**config.mk**
```make
export PLATFORM = sky130hd
export DESIGN_NAME = wb_stream_writer_flat
export DESIGN_NICKNAME = d
export VERILOG_FILES = /design/src/rtl/wb_stream_writer_if.sv /design/src/rtl/wb_stream_writer.sv /design/src/flat_wrapper.sv
export SDC_FILE = /design/constraint.sdc
export NUM_CORES = 1
export LEC_CHECK = 0
export BUFFER_PORTS_ARGS = -buffer_cell sky130_fd_sc_hd__buf_2
export CORE_MARGIN = 1.5
export CORE_UTILIZATION = 30
export CTS_CLUSTER_SIZE = 16
export DETAILED_ROUTE_END_ITERATION = 6
export GPL_ROUTABILITY_DRIVEN = 0
export HOLD_SLACK_MARGIN = 0.03
export PLACE_DENSITY_LB_ADDON = 0.25
export SKIP_CTS_REPAIR_TIMING = 1
export SYNTH_ARGS = -nofsm -noshare
export SYNTH_HDL_FRONTEND = slang
export SYNTH_SLANG_ARGS = --single-unit
```
**constraint.sdc**
```tcl
create_clock -name clk -period 5.3 [get_ports clk]
set_input_delay 0.265 -clock clk [delete_from_list [all_inputs] [get_ports clk]]
set_output_delay 0.265 -clock clk [all_outputs]
set_load 0.05 [all_outputs]
```
**src/rtl/wb_stream_writer_if.sv**
```systemverilog
// Wishbone classic-cycle bus bundle between
// the stream writer (master) and a RAM slave.
interface wb_stream_writer_if #(
  parameter int DATA_WIDTH   = 32,
  parameter int ADDR_WIDTH   = 16,
  parameter int SELECT_WIDTH = DATA_WIDTH / 8
);
  logic [ADDR_WIDTH-1:0]   adr_o;
  logic [DATA_WIDTH-1:0]   dat_o;
  logic                    we_o;
  logic [SELECT_WIDTH-1:0] sel_o;
  logic                    stb_o;
  logic                    cyc_o;
  logic                    ack_i;
  logic                    err_i;

  modport master (
    output adr_o, dat_o, we_o,
    output sel_o, stb_o, cyc_o,
    input  ack_i, err_i
  );

  modport slave (
    input  adr_o, dat_o, we_o,
    input  sel_o, stb_o, cyc_o,
    output ack_i, err_i
  );
endinterface

```
**src/rtl/wb_stream_writer.sv**
```systemverilog
// Wishbone write master: takes a (addr, len)
// command and writes len stream words to RAM.
module wb_stream_writer #(
  parameter int DATA_WIDTH   = 32,
  parameter int ADDR_WIDTH   = 16,
  parameter int SELECT_WIDTH = DATA_WIDTH / 8,
  parameter int LEN_WIDTH    = 16
) (
  input  logic                  clk,
  input  logic                  rst_n,
  input  logic [ADDR_WIDTH-1:0] cmd_addr,
  input  logic [LEN_WIDTH-1:0]  cmd_len,
  input  logic                  cmd_valid,
  output logic                  cmd_ready,
  input  logic [DATA_WIDTH-1:0] s_data,
  input  logic                  s_valid,
  output logic                  s_ready,
  wb_stream_writer_if.master    wb,
  output logic                  busy,
  output logic                  done,
  output logic                  error,
  output logic [LEN_WIDTH-1:0]  words_written
);

  localparam int OFF = $clog2(SELECT_WIDTH);
  localparam logic [ADDR_WIDTH-1:0] ONE =
    ADDR_WIDTH'(1);
  localparam logic [ADDR_WIDTH-1:0] ADDR_MASK =
    ~((ONE << OFF) - ONE);
  localparam logic [ADDR_WIDTH-1:0] STEP =
    ADDR_WIDTH'(SELECT_WIDTH);

  typedef enum logic [1:0] {
    IDLE,
    WAIT_DATA,
    BUS,
    FINISH
  } state_t;

  state_t                state;
  logic [ADDR_WIDTH-1:0] addr_q;
  logic [LEN_WIDTH-1:0]  remaining;
  logic                  err_flag;

  // Handshake readiness decodes straight off the state register.
  assign cmd_ready = (state == IDLE);
  assign s_ready   = (state == WAIT_DATA);
  assign busy      = (state != IDLE);

  // Command/stream/bus sequencer; strobe drops the cycle after a response.
  always_ff @(posedge clk or negedge rst_n) begin
    if (!rst_n) begin
      state         <= IDLE;
      addr_q        <= '0;
      remaining     <= '0;
      err_flag      <= 1'b0;
      words_written <= '0;
      done          <= 1'b0;
      error         <= 1'b0;
      wb.adr_o      <= '0;
      wb.dat_o      <= '0;
      wb.we_o       <= 1'b0;
      wb.sel_o      <= '0;
      wb.stb_o      <= 1'b0;
      wb.cyc_o      <= 1'b0;
    end else begin
      done  <= 1'b0;
      error <= 1'b0;
      unique case (state)
        IDLE: begin
          if (cmd_valid) begin
            addr_q        <= cmd_addr & ADDR_MASK;
            remaining     <= cmd_len;
            words_written <= '0;
            if (cmd_len == '0) state <= FINISH;
            else               state <= WAIT_DATA;
          end
        end
        WAIT_DATA: begin
          if (s_valid) begin
            wb.dat_o <= s_data;
            wb.adr_o <= addr_q;
            wb.we_o  <= 1'b1;
            wb.sel_o <= '1;
            wb.stb_o <= 1'b1;
            wb.cyc_o <= 1'b1;
            state    <= BUS;
          end
        end
        BUS: begin
          if (wb.err_i) begin
            wb.we_o  <= 1'b0;
            wb.sel_o <= '0;
            wb.stb_o <= 1'b0;
            wb.cyc_o <= 1'b0;
            err_flag <= 1'b1;
            state    <= FINISH;
          end else if (wb.ack_i) begin
            wb.we_o       <= 1'b0;
            wb.sel_o      <= '0;
            wb.stb_o      <= 1'b0;
            wb.cyc_o      <= 1'b0;
            words_written <= words_written + 1'b1;
            remaining     <= remaining - 1'b1;
            addr_q        <= addr_q + STEP;
            if (remaining == LEN_WIDTH'(1))
              state <= FINISH;
            else
              state <= WAIT_DATA;
          end
        end
        FINISH: begin
          done     <= 1'b1;
          error    <= err_flag;
          err_flag <= 1'b0;
          state    <= IDLE;
        end
        default: state <= IDLE;
      endcase
    end
  end

endmodule

```
**src/flat_wrapper.sv**
```systemverilog
// flat-port wrapper written by rule: the top's interface ports become plain ports
module wb_stream_writer_flat 
#(
  parameter int DATA_WIDTH   = 32,
  parameter int ADDR_WIDTH   = 16,
  parameter int SELECT_WIDTH = DATA_WIDTH / 8,
  parameter int LEN_WIDTH    = 16
)
  (clk, rst_n, cmd_addr, cmd_len, cmd_valid, cmd_ready, s_data, s_valid, s_ready, busy, done, error, words_written, wb_adr_o, wb_dat_o, wb_we_o, wb_sel_o, wb_stb_o, wb_cyc_o, wb_ack_i, wb_err_i);
  wb_stream_writer_if #(.DATA_WIDTH(DATA_WIDTH), .ADDR_WIDTH(ADDR_WIDTH), .SELECT_WIDTH(SELECT_WIDTH)) wb_i ();
  input  logic clk;
  input  logic rst_n;
  input  logic [ADDR_WIDTH-1:0] cmd_addr;
  input  logic [LEN_WIDTH-1:0] cmd_len;
  input  logic cmd_valid;
  output logic cmd_ready;
  input  logic [DATA_WIDTH-1:0] s_data;
  input  logic s_valid;
  output logic s_ready;
  output logic busy;
  output logic done;
  output logic error;
  output logic [LEN_WIDTH-1:0] words_written;
  output wire logic [$bits(wb_i.adr_o)-1:0] wb_adr_o;
  output wire logic [$bits(wb_i.dat_o)-1:0] wb_dat_o;
  output wire logic [$bits(wb_i.we_o)-1:0] wb_we_o;
  output wire logic [$bits(wb_i.sel_o)-1:0] wb_sel_o;
  output wire logic [$bits(wb_i.stb_o)-1:0] wb_stb_o;
  output wire logic [$bits(wb_i.cyc_o)-1:0] wb_cyc_o;
  input wire logic [$bits(wb_i.ack_i)-1:0] wb_ack_i;
  input wire logic [$bits(wb_i.err_i)-1:0] wb_err_i;
  assign wb_adr_o = wb_i.adr_o;
  assign wb_dat_o = wb_i.dat_o;
  assign wb_we_o = wb_i.we_o;
  assign wb_sel_o = wb_i.sel_o;
  assign wb_stb_o = wb_i.stb_o;
  assign wb_cyc_o = wb_i.cyc_o;
  assign wb_i.ack_i = wb_ack_i;
  assign wb_i.err_i = wb_err_i;
  wb_stream_writer #(.DATA_WIDTH(DATA_WIDTH), .ADDR_WIDTH(ADDR_WIDTH), .SELECT_WIDTH(SELECT_WIDTH), .LEN_WIDTH(LEN_WIDTH)) u_core (.clk(clk), .rst_n(rst_n), .cmd_addr(cmd_addr), .cmd_len(cmd_len), .cmd_valid(cmd_valid), .cmd_ready(cmd_ready), .s_data(s_data), .s_valid(s_valid), .s_ready(s_ready), .wb(wb_i), .busy(busy), .done(done), .error(error), .words_written(words_written));
endmodule
```
# After elaboration in Yosys (flattened, before gate mapping)
# Index checks and enable logic that the tools add are counted.
# word_totals
wordCells,66
input_bits,70
out_inout_bits,76
ff_bits,106
# classes
muxes,31
addsub,3
n_eq_ne,10
n_reduce_logical,11
# ops
operator,n
16-bit 2-to-1 mux,9
16-bit case mux with 2 select lines,3
16-bit by 1-bit adder with 16-bit output (second input constant),1
16-bit by 3-bit adder with 16-bit output (second input constant),1
16-bit by 1-bit == test with 1-bit output (second input constant),1
16-bit logical NOT,1
16-bit by 1-bit subtractor with 16-bit output (second input constant),1
2-bit 2-to-1 mux,6
4-bit 2-to-1 mux,3
2-bit != test (second input constant),5
2-bit case mux with 4 select lines,1
4-bit case mux with 2 select lines,1
2-bit nonzero test,4
1-bit 2-to-1 mux,6
3-bit AND reduction,2
2-bit == test (second input constant),2
1-bit case mux with 2 select lines,2
2-bit AND reduction,2
4-bit AND reduction,1
3-bit != test (second input constant),1
2-bit by 1-bit == test with 1-bit output (second input constant),1
2-bit logical NOT,1

# Logic depth before layout (Yosys ltp)
# Gate-level depths: netlist (run 1).
# depth
depth_word,5
mapped_depth,7
ltp_nobuf,6

# Least setup slack after synthesis (run 1)
# OpenSTA, ideal clock, no wires.
# synth_path
path_type,register to output
startpoint,register u_core.state[1]
endpoint,output port busy
slack_ps,3256
required_ps,5035
arrival_time_ps,1779
path_stages_with_launch,4
cell_sequence,dfrtp_1 > clkbuf_1 > nor2_1 > inv_1
# synth_via
elab_chain_cells,1
# synth_rtl
element,line_no,source
start: declaration,wb_stream_writer.sv:40,state_t state;
start signal: assignment,wb_stream_writer.sv:53,state <= IDLE;
start signal: assignment,wb_stream_writer.sv:75,if (cmd_len == '0) state <= FINISH;
start signal: assignment,wb_stream_writer.sv:76,else state <= WAIT_DATA;
2-bit nonzero test,wb_stream_writer.sv:48,assign busy = (state != IDLE);
end: declaration,flat_wrapper.sv:20,output logic busy;
# No other way between the ends.

# Worst setup path in the final report (run 1)
# layout_path
startpoint,register u_core.state[1]
endpoint,register u_core.addr_q[7]
# layout_via
elab_chain_cells,3
# layout_rtl
element,line_no,source
2-bit == test / 2-bit logical NOT (equally long branches),wb_stream_writer.sv:69,unique case (state)
2-bit != test (no line) / 2-bit nonzero test (equally long branches),n/a,
4-bit AND reduction (no line),n/a,
end signal: assignment,wb_stream_writer.sv:72,addr_q <= cmd_addr & ADDR_MASK;
end signal: assignment,wb_stream_writer.sv:105,addr_q <= addr_q + STEP;
end: declaration,wb_stream_writer.sv:41,logic [ADDR_WIDTH-1:0] addr_q;
# Several ways; a longest one is shown, not always the timed one.
# A chain may end at the register's enable or synchronous reset.

==> results of run 1 <==
-- Yosys cell counts, types with 8 or more instances --
library cell and count:
clkbuf_1 21, inv_1 12, nor3_1 11, buf_4 8, dfrtp_1 98, nand3_1 13, o21ai_0 26, nand4_1 12
or3_1 12, nor4_1 15, nand2_1 31, mux2_2 43, a21oi_1 31, a221o_1 8, nor2_1 29
-- sequential cells by signal, indices dropped and copies added (netlist names) --
name and cells:
u_core.wb.dat_o 32, u_core.remaining 16, u_core.words_written 16, u_core.addr_q 14, u_core.wb.adr_o 14, u_core.state 2
u_core.done 1, u_core.err_flag 1, u_core.error 1, u_core.wb.sel_o 1
-- cells by family after synthesis --
family	count (synthesis)	share of synthesized area
AO/OA/AOI/OAI	102	0.140
XOR/XNOR	4	0.00744
adder cells (fa/ha/maj)	4	0.0106
buffers and inverters	44	0.0433
flip-flops	98	0.521
multiplexers	43	0.103
other	1	0.000797
AND/OR/NAND/NOR	152	0.174
-- worst max-delay path by stage --
stage	startpoint	end
after floorplan	u_core.state[1]	busy
after global placement	u_core.state[0]	u_core.addr_q[7]
after detailed placement	u_core.state[1]	u_core.addr_q[7]
after CTS	u_core.state[1]	u_core.addr_q[7]
after global routing	u_core.state[1]	u_core.remaining[2]
final	u_core.state[1]	u_core.addr_q[7]
-- placed cells by master, fill, tap and decap left out, types with 2 or more instances in the layout --
master and count:
xor2_1 4, o32ai_1 2, buf_4 7, nor4_1 15, buf_2 140, inv_1 12, mux2_2 43, nor2b_1 2
o21a_1 3, or2_2 2, nor3_1 11, o21ai_1 2, and3_1 3, nand2_1 31, nand4_1 12, nand3_1 13
o221a_2 3, a2bb2oi_1 5, a31oi_1 2, a221o_1 8, or4_1 6, o21ai_0 26, or3_1 12, o22ai_1 6
clkbuf_16 9, bufinv_16 2, and4_1 2, conb_1 2, nor3b_1 2, or3b_1 2, a21oi_1 31, ha_1 4
o31ai_1 4, clkbuf_8 2, nor2_1 29, dfrtp_1 98
-- power breakdown --
| part | internal, µW | switching [µW] | total [µW] |
|---|---|---|---|
| clock network | 440 | 290 | 730 |
| registers | 1060 | 286 | 1350 |
| logic | 574 | 1340 | 1910 |
-- area by class of cell --
cell class	instances	area, µm²
timing repair buffer	148	763
fill	1528	9340
sequential	98	2450
clock buffer	12	256
clock inverter	4	73.8
inverter	12	45.0
tap	211	264
multi-input combinational	307	2060
-- routing by layer --
metal  part of all wire  wire (µm)
met1               0.45       5800
met2               0.48       6220
met3              0.049        634
met4              0.015        193
met5                  0          0
-- through the flow --
step | power (µW) | cell area [µm²]
after floorplan | 2810 | 4710
after detailed placement | 3280 | 5580
after global routing | 4230 | 5920
final | 3990 | 5920
after global placement | 3240 | 5580
after CTS | 4030 | 5910
-- critical path, cell delays in order (launching register included) --
cell and delay (ps):
dfrtp_1 610, nand4bb_1 600, nand2_1 1110, o21ai_0 220
a221o_1 340
==> run metrics, run 1 <==
outcome=finished clean; final total negative setup slack=0 ps; min-delay src=s_data[28]; count of endpoints failing hold in the final timing report=0; starting utilization of the core area=0.308; capturing element type of the critical path=flip-flop; setup violators final=0; peak supply drop=0.301 mV; number of antenna violations at the first check in global routing=0; std cell rows=45; leakage component of the power=0.00264 µW; clock transition at the register clock pins on the worst setup and hold paths after CTS=70 ps; GR Layer Usage met1=0.214; cell at the root of the clock tree=clkbuf_16; antenna violation net count after detailed routing=0; count of buffers inserted at the top-level ports=141; Worst Hold Endpoint=u_core.wb.dat_o[28]; top-area cell type share of the netlist area=0.521; worst hold slack=143 ps; antenna fix cells=0; clock buffer count from CTS=9; number of detailed-routing iterations run before antenna repair=5; count of cells along the worst register-to-register path=4; Worst Hold Path Cells=2; x dimension of the die=128 µm; yosys synthesis warning count=0; total routing resource utilization after global routing=0.163; share of the clock period used by the worst path=0.566; aggregate global routing overflow=0; GR Util met2=0.261; max_cap viols=0; max-slew headroom at the worst pin=0.222; Placed Instances=775; count of routing violations after the opening detailed-route iteration=268; post-synth design cell area=0.00471 mm²; data required time of the worst path=5530 ps; maximum number of pins on one net before global-route repair=52; GR Layer Usage met3=0.0392; Total Die Area=0.0165 mm²; Post-synth top flop=dfrtp_1; number of placed I/O pins=146; max frequency=0.333 GHz; most used routing layer in global routing=met2; largest area contributor in the synthesized netlist=dfrtp_1; critical path fanouts, max=31; slack of the worst reg-to-reg path=2300 ps; count of unique library cells instantiated by Yosys=55; clk_skew=9.99 ps; wire length of the first global-routing pass=20.6 mm; average footprint of a synthesized cell=10.5 µm²; post-route DRC violation count=0; Worst Setup Slack post-DPL=2320 ps; register area share after synthesis=0.521; CP Data Arrival Time=3240 ps; Worst R2R End=u_core.addr_q[7]; # nets final=650; EDFF count, synth=0; Syn Inst Count=448; sum of net half-perimeters after detailed placement=8.85 mm; Layout area overhead=25.7%; post-route worst setup slack=2300 ps; clock tree from TritonCTS=done; total power density per cell area=674 mW/mm²; flip-flop and latch count after synthesis=98; number of cells in the finished layout apart from fillers=792; type of the tightest min-delay check=primary input to flip-flop; die boundary height=128 µm; setup repair after global routing missed its margin=no; DR vias=4002; minimum clock period after layout=3000 ps; Wirelength per Cell=16.2 µm; Slew Limit Fails=0; maximum buffer depth of the clock tree=2; Via density=5.05; later-pin clock latency in the skew report=350 ps; leading post-synthesis cells by cell area=dfrtp_1, mux2_2, a21oi_1; startpoint of the lowest-slack register-to-register path=u_core.state[1]; htree depth=3; sink count of the clock tree=98; share of cells above drive strength 1=0.370; wire length reported by the detailed router=12.8 mm; Worst setup SP type=flip-flop; worst setup path category=flip-flop to flip-flop; via count of the first global-routing pass=3956; asr flop ratio synth=1.00; area inside the core boundary=0.0153 mm²; share of the core filled with cells in the final layout=0.388; slew at the pin closest to its max-slew limit=1160 ps
Power figures use the tool's default switching activity.
==> run 2, diff against run 1 <==
ABC_AREA = 1   (was default)
clock period = 2.4 ns   (was 5.3 ns; I/O delays follow)
==> run 2 against run 1 <==
Effect of this change:
- global-route usage down 0.33 points
- worst setup slack worse by 1800 ps
- combinational power is 140% higher
- final area increased by 12%
- routed wire length grew 10%
- maximum frequency grew 60%
- worst hold slack got worse by 100 ps
- critical endpoint is now u_core.remaining[14]
- highest routed layer unchanged
==> run metrics, run 2 <==
largest area contributor in the synthesized netlist=dfrtp_1; count of unique library cells instantiated by Yosys=35; count of buffers inserted at the top-level ports=141; critical path fanouts, max=18; Slew Limit Fails=0; top library cells by usage in the layout, fill and taps aside=nand2_1, buf_2, dfrtp_1; Wirelength per Cell=13.3 µm; count of routing violations after the opening detailed-route iteration=301; sink count of the clock tree=98; yosys synthesis warning count=0; CP Data Arrival Time=2140 ps; asr flop ratio synth=1.00; average footprint of a synthesized cell=7.54 µm²; DR vias=4780; aggregate global routing overflow=0; Syn Inst Count=671; total routing resource utilization after global routing=0.159; total power density per cell area=1330 mW/mm²; Worst Hold Path Cells=3; total met3 wirelength after detailed routing=718 µm; minimum clock period after layout=1870 ps; Post-synth top flop=dfrtp_1; count of endpoints failing hold in the final timing report=0; die boundary height=133 µm; Internal=4340 µW; number of antenna violations at the first check in global routing=0; slowest stage delay, CP=460 ps; peak supply drop=0.502 mV; cell at the root of the clock tree=clkbuf_16; area inside the core boundary=0.0165 mm²; via count of the first global-routing pass=4462; Total Die Area=0.0177 mm²; later-pin clock latency in the skew report=340 ps; routed length on met2=6.32 mm; number of detailed-routing iterations run before antenna repair=4; maximum buffer depth of the clock tree=2; starting utilization of the core area=0.306; post-route DRC violation count=0; sum of net half-perimeters after detailed placement=9.80 mm; top-area cell type share of the netlist area=0.485; switching power total=4460 µW; maximum number of pins on one net before global-route repair=62; std cell rows=47; number of placed I/O pins=146; Clock Power Share=0.171; combinational share of power=0.512; antenna fix cells=0; clock buffer count from CTS=9; x dimension of the die=133 µm; wire length reported by the detailed router=14.2 mm; Sw Share=0.506; share of the clock period used by the worst path=0.781; data required time of the worst path=2660 ps; Via density=4.50; met1 routed wirelength after detailed routing=6.89 mm; share of cells above drive strength 1=0.211; setup repair after global routing missed its margin=no; worst-path cell with the longest stage delay=dfrtp_1; flip-flop and latch count after synthesis=98; worst setup path category=flip-flop to flip-flop; wire length of the first global-routing pass=22.5 mm; Worst Setup Slack post-DPL=520 ps; slack of the worst reg-to-reg path=530 ps; max frequency=0.534 GHz; type of the tightest min-delay check=primary input to flip-flop; clock tree from TritonCTS=done; max-slew headroom at the worst pin=0.468; count of cells along the worst register-to-register path=9; antenna violation net count after detailed routing=0; htree depth=3; DR top layer=met4; # nets final=912; proportion of power drawn by flip-flops and latches=0.317; count leader, synth=nand2_1; leading post-synthesis cells by cell area=dfrtp_1, nand2_1, nor2_1; largest registers=u_core.wb.dat_o: 32 flops, u_core.remaining: 16 flops, u_core.words_written: 16 flops; Layout area overhead=30.8%; clock transition at the register clock pins on the worst setup and hold paths after CTS=70 ps; Worst setup SP type=flip-flop; cell-by-cell listing of the critical path=inv_2 -> nand2_2 -> nand2_2 -> nand2_4 -> inv_2 -> buf_12 -> o21a_1 -> nand2_1 -> o21ai_0; clk_skew=5.79 ps; final total negative setup slack=0 ps; register area share after synthesis=0.485; max_cap viols=0; leakage component of the power=0.00336 µW; capturing element type of the critical path=flip-flop; post-synth design cell area=0.00506 mm²; commonest non-fill, non-tap cell in the layout=nand2_1; number of flip-flops under the largest register name=32; post-route worst setup slack=526 ps; EDFF count, synth=0; outcome=finished clean; slew at the pin closest to its max-slew limit=798 ps; commonest cells in the netlist=nand2_1, dfrtp_1, nor2_1, inv_1; largest register by flop count=u_core.wb.dat_o; setup violators final=0
-- run 2: changes by cell type in the layout (fill, tap and decap cells not counted), moves of 6 or more --
cell | previous run | this run
nand2_1 | 31 | 250
nor2_1 | 29 | 82
mux2_2 | 43 | 0
dlygate4sd3_1 | 1 | 35
inv_1 | 12 | 45
nand3_1 | 13 | 34
a21oi_1 | 31 | 14
nor4_1 | 15 | 0
or3_1 | 12 | 0
a221o_1 | 8 | 0
o21ai_0 | 26 | 34
o21bai_1 | 0 | 8
a22oi_1 | 1 | 8
or4_1 | 6 | 0
-- run 2: path summary, 6_finish.rpt --
kind                                startpoint                   end
min reg2reg                u_core.wb.dat_o[14]   u_core.wb.dat_o[14]
max reg2reg                    u_core.state[0]  u_core.remaining[14]
max                            u_core.state[0]  u_core.remaining[14]
min                                   wb_err_i       u_core.err_flag
min in group asynchronous                rst_n   u_core.wb.dat_o[14]
max in group asynchronous                rst_n  u_core.remaining[12]
-- run 2: cell type report --
class | instances | area (µm²)
fill | 1742 | 9900
sequential | 98 | 2450
multi-input combinational | 495 | 2240
timing repair buffer | 187 | 1170
tap | 220 | 275
clock buffer | 13 | 260
inverter | 47 | 176
clock inverter | 3 | 47.5
-- run 2: worst max-delay path: cells and delay by family (launching register included) --
kind                   cells  cell delay, ps
flip-flops                 1             460
AND/OR/NAND/NOR            4             540
AO/OA/AOI/OAI              2             210
buffers and inverters      3             570
-- run 2: power by group through the flow --
| stage | logic, µW | clock network (µW) | registers, µW |
|---|---|---|---|
| after floorplan | 2130 | 0 | 4100 |
| after global placement | 4440 | 0 | 2800 |
| after detailed placement | 4480 | 0 | 2810 |
| after CTS | 4490 | 1560 | 2780 |
| after global routing | 4930 | 1620 | 2890 |
| final | 4510 | 1500 | 2790 |
-- run 2: logic make-up (layout without fill, tap and decap cells) --
kind of cell | Yosys count | in the layout | share of synthesized area
buffers and inverters | 79 | 250 | 0.0734
AND/OR/NAND/NOR | 398 | 398 | 0.320
XOR/XNOR | 7 | 7 | 0.0121
adder cells (fa/ha/maj) | 4 | 4 | 0.00989
flip-flops | 98 | 98 | 0.485
AO/OA/AOI/OAI | 84 | 84 | 0.0992
other | 1 | 2 | 0.000741
-- run 2: layer usage --
| metal | global-route usage | vias up |
|---|---|---|
| met3 | 0.0287 | 23 |
| li1 | - | 2468 |
| met5 | 0 | - |
| met2 | 0.247 | 134 |
| met4 | 0.0580 | 0 |
| met1 | 0.223 | 2155 |
-- run 2: stage by stage --
step                      area (µm²)  utilization  total power, µW  hold WS [ps]  cells
after floorplan                 5060            -             6230          -176    672
after global placement          5960        0.361             7250           271   1012
after detailed placement        5960        0.361             7290           269   1012
after CTS                       6270        0.379             8840          -115   1028
after global routing            6620        0.401             9440          39.3   1063
final                           6620        0.401             8800          41.8   1063
